File: src/rtl/bk_pkg.sv
// Shared widths, result-entry type and operand interleave helper for the
// Brent-Kung adder stage.
package bk_pkg;

  localparam int OP_W  = 12;
  localparam int BUS_W = 24;
  localparam int SUM_W = 13;

  typedef struct packed {
    logic            cout;
    logic [OP_W-1:0] sum;
  } res_t;

  // The adder expects bit 2i = A[i], bit 2i+1 = B[i].
  function automatic logic [BUS_W-1:0] interleave(input logic [OP_W-1:0] a,
                                                  input logic [OP_W-1:0] b);
    logic [BUS_W-1:0] bus;
    bus = '0;
    for (int i = 0; i < OP_W; i++) begin
      bus[2*i]   = a[i];
      bus[2*i+1] = b[i];
    end
    return bus;
  endfunction

endpackage

File: src/rtl/bk_add_fifo.sv
// Synchronous result FIFO for bk_add_stage; DEPTH must be a power of two so
// the pointers wrap naturally.
module bk_add_fifo
  import bk_pkg::*;
#(
  parameter int DEPTH = 2
) (
  input  logic clk,
  input  logic rst_n,
  input  logic push,
  input  logic pop,
  input  res_t wr_data,
  output res_t rd_data,
  output logic full,
  output logic empty
);

  localparam int PTR_W = $clog2(DEPTH);
  localparam int CNT_W = $clog2(DEPTH + 1);

  res_t             mem [DEPTH];
  logic [PTR_W-1:0] wr_ptr;
  logic [PTR_W-1:0] rd_ptr;
  logic [CNT_W-1:0] count;
  logic             do_push;
  logic             do_pop;

  assign empty   = (count == '0);
  assign full    = (count == CNT_W'(DEPTH));
  assign do_pop  = pop && !empty;
  assign do_push = push && (!full || do_pop);

  // Gate the read port so the head reads 0 while empty or in reset.
  assign rd_data = empty ? '0 : mem[rd_ptr];

  always_ff @(posedge clk or negedge rst_n) begin
    if (!rst_n) begin
      wr_ptr <= '0;
      rd_ptr <= '0;
      count  <= '0;
    end else begin
      if (do_push) wr_ptr <= wr_ptr + 1'b1;
      if (do_pop)  rd_ptr <= rd_ptr + 1'b1;
      case ({do_push, do_pop})
        2'b10:   count <= count + 1'b1;
        2'b01:   count <= count - 1'b1;
        default: count <= count;
      endcase
    end
  end

  always_ff @(posedge clk) begin
    if (do_push) mem[wr_ptr] <= wr_data;
  end

endmodule

File: src/rtl/bk_add_stage.sv
// Operand/result staging around an external Brent-Kung adder.
// Define BK_ADD_STAGE_ACC_EN to add the in_acc port and the accumulator.
module bk_add_stage
  import bk_pkg::*;
#(
  parameter int OUT_DEPTH = 2
) (
  input  logic             clk,
  input  logic             rst_n,
  input  logic             in_valid,
  output logic             in_ready,
  input  logic [OP_W-1:0]  in_a,
  input  logic [OP_W-1:0]  in_b,
`ifdef BK_ADD_STAGE_ACC_EN
  input  logic             in_acc,
`endif
  output logic [BUS_W-1:0] add_bus,
  input  logic [SUM_W-1:0] sum_bus,
  output logic             out_valid,
  input  logic             out_ready,
  output logic [OP_W-1:0]  out_sum,
  output logic             out_cout
);

  logic [OP_W-1:0] op_a;
  logic [OP_W-1:0] op_b;
  logic [OP_W-1:0] b_sel;
  logic            op_vld;
  logic            load;
  logic            push;
  logic            pop;
  logic            full;
  logic            empty;
  res_t            wr_entry;
  res_t            rd_entry;

  assign out_valid = !empty;
  assign pop       = out_valid && out_ready;
  assign push      = op_vld && (!full || pop);
  assign in_ready  = !op_vld || !full || pop;
  assign load      = in_valid && in_ready;

  // A fresh load on the same edge as the push keeps op_vld set.
  always_ff @(posedge clk or negedge rst_n) begin
    if (!rst_n) begin
      op_vld <= 1'b0;
      op_a   <= '0;
      op_b   <= '0;
    end else if (load) begin
      op_vld <= 1'b1;
      op_a   <= in_a;
      op_b   <= in_b;
    end else if (push) begin
      op_vld <= 1'b0;
    end
  end

`ifdef BK_ADD_STAGE_ACC_EN
  logic            op_acc;
  logic [OP_W-1:0] acc;

  // acc updates on the same edge a following operand is captured, so
  // back-to-back accumulation needs no bypass.
  always_ff @(posedge clk or negedge rst_n) begin
    if (!rst_n) begin
      op_acc <= 1'b0;
      acc    <= '0;
    end else begin
      if (load) op_acc <= in_acc;
      if (push) acc    <= sum_bus[OP_W-1:0];
    end
  end

  assign b_sel = op_acc ? acc : op_b;
`else
  assign b_sel = op_b;
`endif

  assign add_bus  = op_vld ? interleave(op_a, b_sel) : '0;
  assign wr_entry = '{cout: sum_bus[OP_W], sum: sum_bus[OP_W-1:0]};

  bk_add_fifo #(
    .DEPTH(OUT_DEPTH)
  ) u_fifo (
    .clk    (clk),
    .rst_n  (rst_n),
    .push   (push),
    .pop    (pop),
    .wr_data(wr_entry),
    .rd_data(rd_entry),
    .full   (full),
    .empty  (empty)
  );

  assign out_sum  = rd_entry.sum;
  assign out_cout = rd_entry.cout;

endmodule

File: config.mk
export PLATFORM = sky130hd
export DESIGN_NAME = bk_add_stage
export DESIGN_NICKNAME = d
export VERILOG_FILES = /design/src/rtl/bk_pkg.sv /design/src/rtl/bk_add_fifo.sv /design/src/rtl/bk_add_stage.sv
export SDC_FILE = /design/constraint.sdc
export NUM_CORES = 1
export LEC_CHECK = 0
export ABC_AREA = 1
export CAP_MARGIN = 10
export CELL_PAD_IN_SITES_DETAIL_PLACEMENT = 1
export CELL_PAD_IN_SITES_GLOBAL_PLACEMENT = 1
export CORE_UTILIZATION = 36
export CTS_CLUSTER_SIZE = 8
export DETAILED_ROUTE_END_ITERATION = 10
export GPL_TIMING_DRIVEN = 1
export HOLD_SLACK_MARGIN = 0.15
export PLACE_DENSITY = 0.91
export SETUP_SLACK_MARGIN = 0.02
export SLEW_MARGIN = 20
export SYNTH_ARGS = -nofsm -noshare
export SYNTH_HDL_FRONTEND = slang
export SYNTH_SLANG_ARGS = --single-unit
File: constraint.sdc
create_clock -name clk -period 2.6 [get_ports clk]
set_input_delay 0.26 -clock clk [delete_from_list [all_inputs] [get_ports clk]]
set_output_delay 0.26 -clock clk [all_outputs]
set_load 0.05 [all_outputs]
# Word level (Yosys, flattened, before mapping)
# Memory sizes are Yosys's and may differ from the RTL's.
# Index checks and enable logic that the tools add are counted.
[totals]
input_bits = 41
mem_bits_rw = 26
out_inout_bits = 39
memories = 1
latch_bits = 0
word_cells = 36
register_bits = 29
romBits = 0
[memory_table]
columns = ["name", "depth", "width", "rd", "rd_clocked_by_memory_dff", "write_ports", "line", "rtl"]
rows = [
  ["u_fifo.mem", 2, 13, 1, 0, 1, "bk_add_fifo.sv:21", "res_t mem [DEPTH];"],
]
[classes]
n_bitwise = 0
div_mod_pow = 0
n_eq_ne = 3
magnitude_cmp = 0
addsub = 4
shift = 0
n_reduce_logical = 15
mul = 0
muxes = 7
[op_table]
columns = ["op", "count"]
rows = [
  ["2-to-1 mux 24 bit", 1],
  ["2-to-1 mux 13 bit", 1],
  ["logical AND 1 bit", 5],
  ["equality test 2 bit, second input constant", 2],
  ["logical OR 1 bit", 4],
  ["2-to-1 mux 1 bit", 4],
  ["one-hot mux 2 bit (2 select lines)", 1],
  ["nonzero test 2 bit", 2],
  ["logical NOT 1 bit", 3],
  ["adder 1 bit, second input constant", 2],
  ["adder 2 x 1 -> 2 bit, second input constant", 1],
  ["equality test 2 x 1 -> 1 bit, second input constant", 1],
  ["logical NOT 2 bit", 1],
  ["subtractor 2 x 1 -> 2 bit, second input constant", 1],
]

# Depth between registers and ports, before layout
# Gate-level depths: netlist of the first run.
[logic_depth]
ltp_word = 8
depth_mapped = 9
mapped_depth_nobuf = 9

# Cells and area by module
# From an unflattened synthesis of the first run, not the netlist that was laid out.
[unflattened]
cells_unflattened = 263
hier_area_um2 = 2542.4
[modules_own_cells]
columns = ["mod", "seq_area_each_um2", "area_per_inst_um2", "cells_per_inst", "n_inst"]
rows = [
  ["bk_add_stage", 625.6, 1325.0, 164, 1],
  ["bk_add_fifo", 880.8, 1217.4, 99, 1],
]

# Worst setup path after synthesis of the first run
# No wires, ideal clock.
[synth_path]
path_kind = "flip-flop to output port"
from = "reg u_fifo.rd_ptr"
to = "out out_sum[0]"
stages_incl_launch_ff = 5
slack_ns = 0.839
arrival_time_ns = 1.501
n_path_buf = 1
required_time_ns = 2.340
cell_sequence = "dfrtp_1 inv_1 buf_2 nand2_1 a21oi_1"
[synth_between]
elab_chain_len = 2
[synth_lines]
columns = ["element", "line", "rtl"]
rows = [
  ["start: declaration", "bk_add_fifo.sv:23", "logic [PTR_W-1:0] rd_ptr;"],
  ["start signal: assignment", "bk_add_fifo.sv:43", "if (do_pop) rd_ptr <= rd_ptr + 1'b1;"],
  ["memory (2 x 13 bit)", "-", ""],
  ["2-to-1 mux 13 bit", "bk_add_fifo.sv:34", "assign rd_data = empty ? '0 : mem[rd_ptr];"],
  ["end: declaration", "bk_add_stage.sv:21", "output logic [OP_W-1:0] out_sum,"],
]
# No other way between the ends.

# Final worst setup path of the first run
[layout_path]
from = "reg u_fifo.rd_ptr"
to = "out out_sum[1]"
# The elaborated chain is that of the path after synthesis.

==> out/results.ini, run 1 <==
[timing]
hold_ws_ps = 334
clock_skew_ps = 4.97
hold_viol_final = 0
setup_violations = 0
maxSlewHeadroom_pct = 63.7
layout_min_cycle_time_ps = 2420
rsz0062_at_grt = false
final-max-slew-violation-count = 0
max_clock_freq_mhz = 412
fin_setup_tns_ps = 0
tightest_slew_ps = 542
fin_crit_sh_pct = 93.3

[clock_network]
clock_latency_ps = 300
clock_path_buffers = 2
clkTransAtPathRegs_ps = 90
h-tree-depth = 2
cts_setup_buffers = 0
cts_root_buf = clkbuf_8
cts_tree = built
cts_resized = 0
cts_buffers = 5
clock-sinks = 55
cts_hold_buf = 0

[logic_synthesis]
yosys_warnings = 0
ys_dominant_reg_cell = dfrtp_1
ys_ff_latch = 55
synth.area.top_cells = edfxtp_1, dfrtp_1, nand2_1
synth_cells = 257
yosysSeqAreaShare_pct = 63.0
syn-cell-area_mm2 = 0.00239
async_flop_share_pct = 52.7
synth_commonest_cells = nand2_1, inv_1, dfrtp_1
synth_cell_types = 21
yosysTopAreaCell = edfxtp_1
syn_nets = 299
synth-edff-count = 26
yosysMostFrequentCell = nand2_1
syn_area_per_cell_um2 = 9.31
synth.top_cell.area_share_pct = 32.6

[die]
ioPinCount = 80
die-area_mm2 = 0.00698
core_area_mm2 = 0.00639
rows = 29
die_h_um = 83.5
die_w_um = 83.5
floorplan.initialDensity_pct = 37.5

[global_route]
grt.total_usage_pct = 17.6
overflow = 0
grt_max_degree = 30
antenna_found_initial = 0
grt_pass1_wl_um = 9800
grt_pass1_vias = 2106

[power]
internal_power_mw = 1.89
p_sw_mw = 1.58
power.density_mw_per_mm2 = 1040
pwr-share-comb_pct = 52.1
finalPower_mw = 3.47
clkPwrFrac_pct = 12.6
switching_share_pct = 45.5
ir_drop_v = 0.000792
p_leak_nw = 1.61
p_seq_share_pct = 35.2

[detailed_routing]
wl_met1_um = 2500
dr_wl_met3_um = 439
top_layer = met4
drtIter0Drc = 89
vias_per_cell = 4.83
ant_nets = 0
drcViolationCount = 0
avgRoutedWirePerCell_um = 14.1
dr.pass1.iters = 4
dr_total_vias = 2004
drt-total-wl_um = 5860
wl_met2_um = 2870

[cells_and_area]
num_antenna_cells = 0
nNetsFinal = 379
drive_above_1_share_pct = 5.62
num-fill-cells = 756
areaGrowthSynthToFinish_pct = 39.2
post-route-cell-area_mm2 = 0.00333
fin_cells = 415

[critical_path]
arrival_ps = 2160
crit_type = flip-flop to output port
critPathMaxStageDelay_ps = 830
cp_data_required_time_ps = 2340
cp_cell_sequence = inv_1, nand2_1, a21oi_1, clkdlybuf4s50_1
setup.worst_path.start_class = flip-flop
slowest_stage = clkdlybuf4s50_1
end_kind = output port
worstPathMaxFanout = 13

[place]
dp.cells = 407
gp_congestion = 0.730
dpl.hpwl_um = 4290
place_area_mm2 = 0.00325
port_buffers = 79

[run]
max_cap_violations = 0

[outcome]
status = completed

[worst_hold_path]
hold_path.class = primary input to asynchronous set/reset pin

## registers in the layout, summed over array words and instances, names as in the netlist
register	flops
u_fifo.mem	26
u_fifo.wr_ptr	1
u_fifo.count	2
b_sel	12
op_vld	1
op_a	12
u_fifo.rd_ptr	1
## layout make-up
cell class | count | area [um^2] | area share (%)
flip-flops and latches | 55 | 1510 | 45.2
repair buffers | 86 | 841 | 25.2
multi-input cells | 157 | 687 | 20.6
inverters | 32 | 120 | 3.61
well taps | 77 | 96.3 | 2.89
clock buffers | 6 | 72.6 | 2.18
clock inverters | 2 | 7.51 | 0.225
## cells in the final DEF, fill, tap and decap left out
master           count
a21oi_1             13
buf_4                8
clkbuf_1             1
clkbuf_8             5
clkdlybuf4s50_1     78
clkinv_1             2
dfrtp_1             29
edfxtp_1            26
ha_1                 1
inv_1               31
inv_2                1
nand2_1            106
nand2_4              2
nand3_1             26
nand4_1              1
nor2_1               3
nor2_2               1
nor2_4               1
or2_2                1
xnor2_1              1
xor2_1               1
## cell families (layout without fill, tap and decap cells)
kind of cell             Yosys count  in the layout  share of synthesized area [%]
adder cells (fa/ha/maj)            1              1                          0.523
XOR/XNOR                           2              2                          0.732
flip-flops                        55             55                           63.0
buffers and inverters             45            126                           8.32
AO/OA/AOI/OAI                     13             13                           2.72
AND/OR/NAND/NOR                  141            141                           24.7
## per-layer routing
layer,up-vias,track usage [%]
met5,-,0
met2,76,30.2
li1,956,-
met3,5,5.34
met4,0,3.70
met1,967,22.1
## path summary, 6_finish.rpt
kind,from,end,slack [ps],cells after the start
worst max-delay path,u_fifo.rd_ptr,out_sum[1],180,4
worst min-delay path,rst_n,b_sel[6],330,2
worst max register to register,u_fifo.count[0],u_fifo.count[1],1030,8
worst min register to register,op_a[1],op_a[1],480,2
max in group asynchronous,rst_n,b_sel[10],1980,2
min in group clk,op_a[1],op_a[1],480,2
## metrics by stage
stage	utilization, %	setup slack, ps
floorplan	-	839
global placement	50.9	587
detailed placement	50.9	501
CTS	52.2	159
global route	52.2	37.9
finish	52.2	175
## power by group through the flow
stage	Sequential (mW)	Clock (mW)	Combinational [mW]
6_report	1.22	0.439	1.81
5_1_grt	1.24	0.489	1.94
4_1_cts	1.22	0.457	1.84
3_5_place_dp	1.24	0	1.83
3_3_place_gp	1.23	0	1.78
2_1_floorplan	1.21	0	1.23
## critical path: cells and delay by family (launching register included)
family	cells	cell delay, ps
DFF	1	390
AOI/OAI and AO/OA	1	200
buffers and inverters	2	1150
and+or+nand+nor	1	120
Note: power is estimated with default switching activity, not from simulation.
==> run 2: changes to the inputs <==
--- a/config.mk
+++ b/config.mk
@@ -10,12 +10,12 @@
 export CELL_PAD_IN_SITES_DETAIL_PLACEMENT = 1
 export CELL_PAD_IN_SITES_GLOBAL_PLACEMENT = 1
-export CORE_UTILIZATION = 36
+export CORE_UTILIZATION = 33
 export CTS_CLUSTER_SIZE = 8
 export DETAILED_ROUTE_END_ITERATION = 10
 export GPL_TIMING_DRIVEN = 1
 export HOLD_SLACK_MARGIN = 0.15
-export PLACE_DENSITY = 0.91
+export PLACE_DENSITY = 0.85
 export SETUP_SLACK_MARGIN = 0.02
-export SLEW_MARGIN = 20
+export SLEW_MARGIN = 30
 export SYNTH_ARGS = -nofsm -noshare
 export SYNTH_HDL_FRONTEND = slang
==> constraint.sdc (replaced) <==
create_clock -name clk -period 2.7 [get_ports clk]
set_input_delay 0.27 -clock clk [delete_from_list [all_inputs] [get_ports clk]]
set_output_delay 0.27 -clock clk [all_outputs]
set_load 0.02 [all_outputs]
==> run 2 against run 1 <==
  * Clock power increased by 26%
  * Utilization is 3.2 points lower
  * Via count is 3.3% lower
  * Setup slack better by 250 ps
  * Critical path type unchanged
  * Combinational power decreased by 29%
==> out/results.ini, run 2 (synthesis results as in run 1) <==
[cells_and_area]
final_common_cell = nand2_1
final_cell_mix = nand2_1, clkdlybuf4s50_1, inv_1
drive_above_1_share_pct = 6.25  ; +0.63 points
fin_cells = 432  ; +4.1%
largest-register = u_fifo.mem
nNetsFinal = 377  ; -0.53%
areaGrowthSynthToFinish_pct = 41.4
multiInputGateArea_um2 = 687  ; unchanged
largest_reg_flops = 26  ; unchanged
num-fill-cells = 816  ; +7.9%
num_antenna_cells = 0  ; unchanged
seqCellArea_mm2 = 0.00151  ; about the same

[critical_path]
critPathMaxStageDelay_ps = 640  ; -190 ps
cp_num_buf_inv = 2  ; unchanged
worstPathMaxFanout = 15  ; +2
crit_type = flip-flop to output port
path_depth = 4  ; unchanged
slowest_stage = clkdlybuf4s50_1
setup.worst_path.start_class = flip-flop
worst_r2r_path_depth = 8  ; unchanged
arrival_ps = 2010  ; -150 ps
cp_top_family = buffers and inverters
cp_cell_sequence = clkinvlp_4, nand2_1, a21oi_1, clkdlybuf4s50_1
cp_data_required_time_ps = 2430  ; +90 ps
end_kind = output port

[timing]
max_clock_freq_mhz = 439
fin_crit_sh_pct = 84.3
hold_viol_final = 0  ; unchanged
final-max-slew-violation-count = 0  ; unchanged
setup_violations = 0  ; unchanged
clock_skew_ps = 7.50  ; +2.52 ps
layout_min_cycle_time_ps = 2280
maxSlewHeadroom_pct = 64.2  ; +0.49 points
rsz0062_at_grt = false
fin_setup_tns_ps = 0  ; unchanged
hold_ws_ps = 355  ; +20.8 ps
tightest_slew_ps = 536  ; -6.31 ps

[global_route]
grt_pass1_vias = 2051  ; -2.6%
antenna_found_initial = 0  ; unchanged
grt_max_degree = 30  ; unchanged
grt.total_usage_pct = 17.2  ; -0.46 points
grt_pass1_wl_um = 9960  ; +1.7%
overflow = 0  ; unchanged

[die]
die-area_mm2 = 0.00759  ; +8.9%
die_w_um = 87.1  ; +4.3%
rows = 30  ; +3.4%
die_h_um = 87.1  ; +4.3%
floorplan.initialDensity_pct = 34.6  ; -2.8 points
ioPinCount = 80  ; unchanged
core_area_mm2 = 0.00691  ; +8.2%

[power]
finalPower_mw = 3.05  ; -12%
p_leak_nw = 1.61  ; +0.10%
pwr-share-comb_pct = 42.2  ; -9.9 points
switching_share_pct = 37.0  ; -8.5 points
clkPwrFrac_pct = 18.1  ; +5.5 points
p_sw_mw = 1.13  ; -29%
ir_drop_v = 0.000325  ; -59%
internal_power_mw = 1.92  ; +1.5%
power.density_mw_per_mm2 = 902  ; -14%
p_seq_share_pct = 39.7  ; +4.5 points

[clock_network]
h-tree-depth = 2  ; unchanged
clkTransAtPathRegs_ps = 100  ; about the same
clock_latency_ps = 300  ; about the same
cts_setup_buffers = 0  ; unchanged
cts_hold_buf = 0  ; unchanged
clock-sinks = 55  ; unchanged
cts_resized = 0  ; unchanged
cts_buffers = 5  ; unchanged
cts_tree = built
cts_root_buf = clkbuf_8
clock_path_buffers = 2  ; unchanged

[detailed_routing]
dr_total_vias = 1937  ; -3.3%
avgRoutedWirePerCell_um = 14.0  ; -0.98%
ant_nets = 0  ; unchanged
dr.pass1.iters = 4  ; unchanged
drt-total-wl_um = 6040  ; +3.1%
vias_per_cell = 4.48  ; -7.1%
drcViolationCount = 0  ; unchanged
drtIter0Drc = 45  ; -49%

[run]
max_cap_violations = 0  ; unchanged

[outcome]
status = completed

[place]
gp_congestion = 0.703  ; -3.6%
dp.cells = 424  ; +4.2%
port_buffers = 79  ; unchanged
dpl.hpwl_um = 4360  ; +1.7%

[worst_hold_path]
hold_path.class = primary input to asynchronous set/reset pin

## run 2: path summary, 6_finish.rpt
kind                            startpoint         endpoint  slack, ps
max                          u_fifo.rd_ptr       out_sum[3]        420
min                                  rst_n         b_sel[5]        350
max reg2reg                u_fifo.count[0]  u_fifo.count[1]       1060
min reg2reg                       b_sel[0]         b_sel[0]        480
max in group asynchronous            rst_n    u_fifo.rd_ptr       2040
min in group clk                  b_sel[0]         b_sel[0]        480
## run 2: area by class of cell
class	instances	area share [%]
Timing Repair Buffer	84	24.5
Sequential cell	55	44.6
Multi-Input combinational cell	157	20.3
Clock inverter	3	1.41
Tap cell	96	3.55
Clock buffer	5	2.03
Inverter	32	3.66
## run 2: stage by stage
step	util, %	setup slack (ps)	area, um^2
after floorplan	-	1090	2390
after global placement	47.2	578	3260
after detailed placement	47.2	461	3260
after CTS	48.9	115	3380
after global routing	49.0	305	3380
final	49.0	423	3380
## run 2: power groups by stage
| stage | sequential, mW | clock, mW | combinational, mW |
|---|---|---|---|
| detailed placement | 1.23 | 0 | 1.30 |
| finish | 1.21 | 0.552 | 1.29 |
| floorplan | 1.17 | 0 | 0.748 |
| global route | 1.23 | 0.602 | 1.42 |
| CTS | 1.21 | 0.572 | 1.31 |
| global placement | 1.21 | 0 | 1.25 |
## run 2: per-layer routing
layer / up-vias / part of all wire [%] / track usage [%]
met3: 2 / 5.9 / 3.60
li1: 955 / - / -
met2: 63 / 49 / 30.2
met4: 0 / 0.45 / 4.47
met1: 917 / 44 / 21.5
met5: - / 0 / 0
## run 2: worst reg2reg max path: stages (launching register included)
cell,delay [ps]
dfrtp_1,450
nor2_1,110
buf_4,220
nor2_1,90
ha_1,220
or2_2,290
nand3_1,90
nand2_1,60
nand2_1,50
